===== src/rtl/riscv_defs_pkg.sv =====
// Shared encodings for the MEM stage: access sizes, writeback sources, FSM states
// and the address-offset helpers used by both the request and the response path.
package riscv_defs_pkg;

  localparam logic [1:0] MEM_SIZE_B = 2'b00;
  localparam logic [1:0] MEM_SIZE_H = 2'b01;
  localparam logic [1:0] MEM_SIZE_W = 2'b10;

  localparam logic [1:0] RD_SRC_ALU = 2'b00;
  localparam logic [1:0] RD_SRC_MEM = 2'b01;
  localparam logic [1:0] RD_SRC_PC4 = 2'b10;
  localparam logic [1:0] RD_SRC_IMM = 2'b11;

  typedef enum logic {
    IDLE     = 1'b0,
    WAIT_RSP = 1'b1
  } mem_state_e;

  // Byte lane the access starts on; wider accesses drop the low address bits.
  function automatic logic [1:0] eff_offset(input logic [1:0] size, input logic [1:0] lo);
    case (size)
      MEM_SIZE_B: eff_offset = lo;
      MEM_SIZE_H: eff_offset = {lo[1], 1'b0};
      default:    eff_offset = 2'b00;
    endcase
  endfunction

  function automatic logic is_misaligned(input logic [1:0] size, input logic [1:0] lo);
    case (size)
      MEM_SIZE_B: is_misaligned = 1'b0;
      MEM_SIZE_H: is_misaligned = lo[0];
      default:    is_misaligned = |lo;
    endcase
  endfunction

endpackage


===== src/rtl/mem_load_align.sv =====
// Combinational load aligner: shifts the addressed lane down to bit 0 and
// sign- or zero-extends according to the access size.
module mem_load_align
  import riscv_defs_pkg::*;
(
  input  logic [31:0] i_rdata,
  input  logic [1:0]  i_offset,
  input  logic [1:0]  i_size,
  input  logic        i_sign,
  output logic [31:0] o_data
);

  logic [31:0] w_shift;

  assign w_shift = i_rdata >> {i_offset, 3'b000};

  always_comb begin
    o_data = w_shift;
    case (i_size)
      MEM_SIZE_B: o_data = {{24{i_sign & w_shift[7]}}, w_shift[7:0]};
      MEM_SIZE_H: o_data = {{16{i_sign & w_shift[15]}}, w_shift[15:0]};
      default:    o_data = w_shift;
    endcase
  end

endmodule


===== src/rtl/mem_stage.sv =====
// MEM pipeline stage: req/gnt/rvalid data-memory port, store/load alignment and
// the MEM/WB register. Define MEM_MISALIGN_TRAP_EN to flag misaligned accesses.
module mem_stage
  import riscv_defs_pkg::*;
#(
  parameter int XLEN = 32
) (
  input  logic            clk_i,
  input  logic            rst_i,
  input  logic [XLEN-1:0] EX_ALU_res_i,
  input  logic [4:0]      EX_rd_addr_i,
  input  logic            EX_rd_wr_en_i,
  input  logic [1:0]      EX_rd_src_i,
  input  logic [1:0]      EX_mem_op_size_i,
  input  logic            EX_mem_wr_en_i,
  input  logic            EX_Ld_sgn_i,
  input  logic [XLEN-1:0] EX_read_rs2_i,
  output logic            dmem_req_o,
  output logic            dmem_we_o,
  output logic [XLEN-1:0] dmem_addr_o,
  output logic [3:0]      dmem_be_o,
  output logic [XLEN-1:0] dmem_wdata_o,
  input  logic            dmem_gnt_i,
  input  logic            dmem_rvalid_i,
  input  logic [XLEN-1:0] dmem_rdata_i,
  output logic            MEM_stall_o,
  output logic [4:0]      MEM_rd_addr_o,
  output logic            MEM_rd_wr_en_o,
  output logic [1:0]      MEM_rd_src_o,
  output logic [XLEN-1:0] MEM_ALU_res_o,
  output logic [XLEN-1:0] MEM_load_data_o
`ifdef MEM_MISALIGN_TRAP_EN
  ,
  output logic            MEM_misalign_o
`endif
);

  mem_state_e  r_state, w_state_nxt;
  logic [1:0]  r_ld_off;
  logic [1:0]  r_ld_size;
  logic        r_ld_sgn;

  logic        w_is_load, w_mem_op, w_misalign, w_access;
  logic        w_req, w_done, w_ld_cap, w_ld_done, w_act;
  logic [3:0]  w_be;
  logic [31:0] w_wdata, w_ld_data;

  assign w_is_load = (EX_rd_src_i == RD_SRC_MEM);
  assign w_mem_op  = EX_mem_wr_en_i | w_is_load;
  assign w_act     = ~rst_i;

`ifdef MEM_MISALIGN_TRAP_EN
  assign w_misalign = w_mem_op & is_misaligned(EX_mem_op_size_i, EX_ALU_res_i[1:0]);
`else
  assign w_misalign = 1'b0;
`endif

  assign w_access = w_mem_op & ~w_misalign;

  always_ff @(posedge clk_i or posedge rst_i) begin
    if (rst_i) r_state <= IDLE;
    else       r_state <= w_state_nxt;
  end

  always_comb begin
    w_state_nxt = r_state;
    w_req       = 1'b0;
    w_done      = 1'b0;
    w_ld_cap    = 1'b0;
    case (r_state)
      IDLE: begin
        if (w_access) begin
          w_req = 1'b1;
          if (dmem_gnt_i) begin
            if (EX_mem_wr_en_i) begin
              w_done = 1'b1;
            end else begin
              w_ld_cap    = 1'b1;
              w_state_nxt = WAIT_RSP;
            end
          end
        end
      end
      WAIT_RSP: begin
        if (dmem_rvalid_i) begin
          w_done      = 1'b1;
          w_state_nxt = IDLE;
        end
      end
      default: w_state_nxt = IDLE;
    endcase
  end

  assign w_ld_done = (r_state == WAIT_RSP) & dmem_rvalid_i;

  always_comb begin
    w_be    = 4'b1111;
    w_wdata = EX_read_rs2_i;
    case (EX_mem_op_size_i)
      MEM_SIZE_B: begin
        w_be    = 4'b0001 << EX_ALU_res_i[1:0];
        w_wdata = {4{EX_read_rs2_i[7:0]}};
      end
      MEM_SIZE_H: begin
        w_be    = 4'b0011 << {EX_ALU_res_i[1], 1'b0};
        w_wdata = {2{EX_read_rs2_i[15:0]}};
      end
      default: begin
        w_be    = 4'b1111;
        w_wdata = EX_read_rs2_i;
      end
    endcase
  end

  // Request-side outputs are forced quiet while reset is held.
  assign dmem_req_o   = w_req & w_act;
  assign dmem_we_o    = w_req & EX_mem_wr_en_i & w_act;
  assign dmem_be_o    = (w_req & w_act) ? w_be : 4'b0000;
  assign dmem_addr_o  = {EX_ALU_res_i[31:2], 2'b00};
  assign dmem_wdata_o = w_wdata;
  assign MEM_stall_o  = w_access & ~w_done & w_act;

  always_ff @(posedge clk_i or posedge rst_i) begin
    if (rst_i) begin
      r_ld_off  <= 2'b00;
      r_ld_size <= 2'b00;
      r_ld_sgn  <= 1'b0;
    end else if (w_ld_cap) begin
      r_ld_off  <= eff_offset(EX_mem_op_size_i, EX_ALU_res_i[1:0]);
      r_ld_size <= EX_mem_op_size_i;
      r_ld_sgn  <= EX_Ld_sgn_i;
    end
  end

  mem_load_align u_ld_align (
    .i_rdata  (dmem_rdata_i),
    .i_offset (r_ld_off),
    .i_size   (r_ld_size),
    .i_sign   (r_ld_sgn),
    .o_data   (w_ld_data)
  );

  // MEM/WB register: a stall inserts a bubble by dropping only the write enable.
  always_ff @(posedge clk_i or posedge rst_i) begin
    if (rst_i) begin
      MEM_rd_addr_o   <= '0;
      MEM_rd_wr_en_o  <= 1'b0;
      MEM_rd_src_o    <= '0;
      MEM_ALU_res_o   <= '0;
      MEM_load_data_o <= '0;
    end else if (MEM_stall_o) begin
      MEM_rd_wr_en_o  <= 1'b0;
    end else begin
      MEM_rd_addr_o   <= EX_rd_addr_i;
      MEM_rd_wr_en_o  <= EX_rd_wr_en_i & ~w_misalign;
      MEM_rd_src_o    <= EX_rd_src_i;
      MEM_ALU_res_o   <= EX_ALU_res_i;
      if (w_ld_done) MEM_load_data_o <= w_ld_data;
    end
  end

`ifdef MEM_MISALIGN_TRAP_EN
  always_ff @(posedge clk_i or posedge rst_i) begin
    if (rst_i) MEM_misalign_o <= 1'b0;
    else       MEM_misalign_o <= w_misalign;
  end
`endif

endmodule


===== config.mk =====
export PLATFORM = sky130hd
export DESIGN_NAME = mem_stage
export DESIGN_NICKNAME = d
export VERILOG_FILES = /design/src/rtl/riscv_defs_pkg.sv /design/src/rtl/mem_load_align.sv /design/src/rtl/mem_stage.sv
export SDC_FILE = /design/constraint.sdc
export NUM_CORES = 1
export LEC_CHECK = 0
export ABC_AREA = 1
export BUFFER_PORTS_ARGS = -buffer_cell sky130_fd_sc_hd__buf_2
export CORE_MARGIN = 2
export CORE_UTILIZATION = 45
export CTS_CLUSTER_DIAMETER = 50
export DETAILED_ROUTE_END_ITERATION = 10
export PLACE_DENSITY = 0.87
export SYNTH_ARGS = -nofsm -noshare
export SYNTH_HDL_FRONTEND = slang
export SYNTH_SLANG_ARGS = --single-unit

===== constraint.sdc =====
create_clock -name clk_i -period 3.8 [get_ports clk_i]
set_clock_uncertainty 0.1 [all_clocks]
set_input_delay 0.38 -clock clk_i [delete_from_list [all_inputs] [get_ports clk_i]]
set_output_delay 0.38 -clock clk_i [all_outputs]
set_load 0.02 [all_outputs]

=== Yosys cells after proc, flatten, opt, wreduce, memory -nomap -nowiden ===
Cells that the tools add are included.

* Equality and inequality tests: 3
* Shift-type cells: 3
* Muxes and demuxes: 19
* Bitwise operators: 13
* Reductions and logical operators: 3

{| class="wikitable"
|+ Operators by type and width
! cell !! number
|-
| 32-bit one-hot mux with 2 select lines || 2
|-
| 32-bit by 5-bit >> shifter with 32-bit output || 1
|-
| 1-bit 2-to-1 mux || 12
|-
| 1-bit AND || 8
|-
| 4-bit one-hot mux with 2 select lines || 1
|-
| 2-bit by 1-bit equality test with 1-bit output, second input constant || 3
|-
| 2-bit zero test || 2
|-
| 4-bit 2-to-1 mux || 1
|-
| 1-bit NOT || 4
|-
| 1-bit one-hot mux with 2 select lines || 2
|-
| 2-bit one-hot mux with 2 select lines || 1
|-
| 1-bit by 2-bit left shift with 4-bit output, first input constant || 1
|-
| 2-bit by 2-bit left shift with 4-bit output, first input constant || 1
|-
| 2-bit AND reduction || 1
|-
| 1-bit OR || 1
|}

* Flip-flop bits (word level): 78
* Bits of input ports: 112

=== Longest topological paths before layout ===
* Word-level depth: 9
* Depth in mapped cells: 10
* Gate-level depth less buffers: 8

=== Modules after synthesis ===
Synthesis repeated with hierarchy kept, for this count alone.

* Cells, all modules: 659
* Area, all modules: 4667.0 µm²

{| class="wikitable"
|+ Modules (own cells, without submodules)
! module !! times used !! cells an instance !! area each (µm²)
|-
| mem_stage || 1 || 486 || 3857.4
|-
| mem_load_align || 1 || 173 || 809.5
|}

=== Least setup slack after synthesis ===
OpenSTA, ideal clock, no wires.

* Path type: input to output
* Start: input port rst_i
* End: output port dmem_be_o[2]
* Arrival time: 3025 ps
* Data required time: 3320 ps
* Slack: 295 ps
* Stages on the path: 5
* Path buffers: 0
* Path through: inv_1 > nand3_1 > inv_1 > o21ai_0 > nor2_1

* Word-level cells in the longest chain between the ends: 3

{| class="wikitable"
|+ RTL lines
! item !! line !! text
|-
| from (decl) || mem_stage.sv:9 || <nowiki>input logic rst_i,</nowiki>
|-
| 1-bit NOT || mem_stage.sv:50 || <nowiki>assign w_act = ~rst_i;</nowiki>
|-
| 1-bit AND || n/a ||
|-
| named net dmem_req_o || mem_stage.sv:18 || <nowiki>output logic dmem_req_o,</nowiki>
|-
| 4-bit 2-to-1 mux || mem_stage.sv:118 || <nowiki>assign dmem_be_o = (w_req & w_act) ? w_be : 4'b0000;</nowiki>
|-
| to (decl) || mem_stage.sv:21 || <nowiki>output logic [3:0] dmem_be_o,</nowiki>
|}

The timed path passes the listed nets, and every way through them passes these cells.

=== Worst setup path in the final report ===
* Start: register r_state
* End: output port MEM_stall_o

* Word-level cells in the longest chain between the ends: 5

{| class="wikitable"
|+ RTL lines
! item !! line !! text
|-
| from (decl) || mem_stage.sv:38 || <nowiki>mem_state_e r_state, w_state_nxt;</nowiki>
|-
| from (signal assigned) || mem_stage.sv:62 || <nowiki>else r_state <= w_state_nxt;</nowiki>
|-
| 1-bit NOT || n/a ||
|-
| 1-bit one-hot mux with 2 select lines * || mem_stage.sv:70 || <nowiki>case (r_state)</nowiki>
|-
| 1-bit NOT * || mem_stage.sv:121 || <nowiki>assign MEM_stall_o = w_access & ~w_done & w_act;</nowiki>
|-
| 1-bit AND * (2 in a row) || mem_stage.sv:121 ||
|-
| to (decl) || mem_stage.sv:26 || <nowiki>output logic MEM_stall_o,</nowiki>
|}

Every way passes the cells marked *; elsewhere a longest branch is shown, timed or not.

==> impl_metrics.tcl <==
set metrics [dict create \
    critPathMaxStageDelay_ps 490 \
    root_buffer "clkbuf_8" \
    muxShareOfSynthArea_pct 0 \
    grt_pass1_wl_um 20960 \
    path_max_fanout 41 \
    r2r-start "r_ld_off[1]" \
    start_kind "flop" \
    netlist_instances 634 \
    synth_xor_xnor_area_share_pct 0 \
    cts.clk_slew.worst_paths_ps 80 \
    hold_violations 0 \
    hold_path_class "in -> reg" \
    syn2layout_area_growth_pct 24.44 \
    worstMarginPinSlew_ps 981.3 \
    cts_buffer_depth 2 \
    fin_tns_setup_ps 0 \
    n_antenna_cell 0 \
    grt_max_degree 79 \
    yosysUniqueCellTypes 28 \
    globalplace.congestion 0.8909 \
    setup_viol 0 \
    crit_arrival_ps 2410 \
    post_cts_buffers 0 \
    synthSimpleGateAreaFrac_pct 38.12 \
    p_leak_nw 3.435 \
    track_usage_pct 23.62 \
    fin_crit_ps 2886 \
    final-max-slew-violation-count 0 \
    irDropWorstVdd_v 0.0002514 \
    crit_path_end_kind "output pin" \
    holdWs_ps 120.5 \
    seq_area_um2 1952 \
    die_area_um2 10940 \
    crit_chain "nand2_4 > inv_2 > nor2_2 > nand3_2 > inv_2 > buf_2" \
    worstPathRequired_ps 3320 \
    hold_path_end "MEM_rd_wr_en_o" \
    dieHeight_um 104.6 \
    hold_buffers 0 \
    wl_per_cell_um 13.31 \
    syn_area_um2 4556 \
    ant_nets 0 \
    rsz0062_at_grt "no" \
    numPortBuffers 252 \
    wirelength_um 12870 \
    fmax_mhz 346.5 \
    grt_pass1_vias 4338 \
    drc 0 \
    avgSynthCellArea_um2 7.186 \
    max-slew-margin-rel_pct 34.58 \
    power.density_nw_per_um2 493.2 \
    grt_antenna_before_repair 0 \
    drt_first_pass_iters 7 \
    htreeDepth 3 \
    critical_path.slowest_cell "inv_2" \
    rows 36 \
    die_w_um 104.6 \
    synth.ff_latch_count 78 \
    fin_nets 942 \
    cts_tree "built" \
    outcome "complete, no violations" \
    path_class "reg -> out" \
    vias 4668 \
    reg2reg_depth 7 \
    synth_seq_area_share_pct 42.85 \
    start_util_pct 46.39 \
    fill_cells 952 \
    cts_sinks 78 \
    synth_top_family_by_area "simple AND/OR/NAND/NOR gates" \
    via_per_inst 4.827 \
    hpwlAfterDp_um 9694 \
    cts_buffers 9 \
    regToRegSetupSlack_ps 1520 \
    drt_iter0_drc 288 \
    finalCritPeriodShare_pct 75.95 \
    synth_adder_area_share_pct 0 \
    insertion_delay_ps 350 \
    whs_path_depth 3 \
    drive_gt1_share_pct 36.93 \
    multi_input_area_um2 1924 \
    cpMostUsedCell "inv_2" \
    max_cap_viol_count 0 \
    r2r_end "MEM_load_data_o[23]" \
    min_from "EX_rd_wr_en_i" \
    core-area_um2 9819 \
    yosysWarnings 0 \
    overflow 0 \
    synth_compound_area_share_pct 3.955 \
    io_pins 255 \
    post_cts_resize_count 0 \
]
-- through the flow --
stage               cells  setup WS, ps  power, mW  utilization (%)  area [µm²]
detailed placement    952          1174      2.270            56.08        5507
global placement      952          1196      2.247            56.08        5507
CTS                   967         862.0      2.824            57.73        5669
floorplan             635         294.6      1.913                -        4559
finish                967         913.9      2.796            57.73        5669
global route          967         674.5      2.987            57.73        5669
-- final cells by class --
class / count / share of cell area (%)
clock buffers: 9 / 2.185
clock inverters: 6 / 0.6842
inverters: 47 / 3.178
multi-input cells: 439 / 33.94
flip-flops and latches: 78 / 34.43
well taps: 133 / 2.935
repair buffers: 255 / 22.64
-- worst max-delay path: cells and delay by family, from the launching register on --
kind,cells,cell delay [ps]
flops,1,420
buf+inv,3,1080
simple gates,3,540
-- state kept, by name, summed over array words and instances, names as in the netlist --
name and cells:
MEM_rd_addr_o 5, r_ld_sgn 1, r_ld_size 2, MEM_ALU_res_o 32, MEM_load_data_o 32, MEM_rd_src_o 2
MEM_rd_wr_en_o 1, r_ld_off 2, r_state 1
-- worst max-delay path by stage --
stage	to	cells after the start	slack, ps	startpoint
2_1_floorplan	dmem_be_o[2]	5	290	rst_i
3_3_place_gp	MEM_stall_o	7	1200	dmem_rvalid_i
3_5_place_dp	MEM_stall_o	7	1170	dmem_rvalid_i
4_1_cts	MEM_stall_o	6	860	r_state
5_1_grt	MEM_stall_o	6	670	r_state
6_report	MEM_stall_o	6	910	r_state
-- cells by family after synthesis --
| family | Yosys count |
|---|---|
| compound gates | 30 |
| simple gates | 407 |
| buf+inv | 118 |
| flops | 78 |
| other cells | 1 |
-- metal layers --
layer / up-vias / routed length (µm) / global-route usage, %
li1: 2298 / - / -
met1: 2103 / 5447 / 30.85
met2: 245 / 6070 / 38.42
met3: 22 / 1128 / 5.614
met4: 0 / 222 / 8.381
met5: - / 0 / 0
-- Yosys cell counts --
master	number	area, µm²
nor3_1	4	20.02
nand2_1	295	1107
nand2_4	2	22.52
buf_1	1	3.750
inv_1	43	161.4
a21oi_1	8	40.04
inv_4	1	6.260
nand2_2	1	6.260
nand4_1	1	6.260
nor2_2	1	6.260
buf_6	7	78.83
nor2_1	20	75.07
nand3_1	54	270.3
o21ai_1	2	10.01
conb_1	1	3.750
dfrtp_1	78	1952
or2_2	23	143.9
clkbuf_1	5	18.77
nand3_2	3	30.03
nor2_4	1	11.26
o21ai_0	8	40.04
buf_4	45	337.8
o21a_1	2	15.01
inv_2	3	11.26
buf_2	13	65.06
nand3_4	1	17.52
nor2_8	1	20.02
o211ai_1	10	75.07
-- cells in the final DEF (no fill, tap or decap), types with 3 or more instances in the layout --
cell / instances
a21oi_1: 8
buf_2: 252
buf_4: 3
clkbuf_8: 9
clkinv_2: 4
dfrtp_1: 78
inv_1: 42
inv_2: 3
nand2_1: 295
nand3_1: 54
nand3_2: 3
nor2_1: 20
nor3_1: 4
o211ai_1: 10
o21ai_0: 8
or2_2: 23
-- where the power goes --
group / total, mW / switching (mW) / internal [mW]
Clock: 0.546 / 0.314 / 0.232
Combinational: 1.13 / 0.733 / 0.394
Sequential: 1.12 / 0.111 / 1.01
No activity file was read; power rests on OpenSTA's default activity.
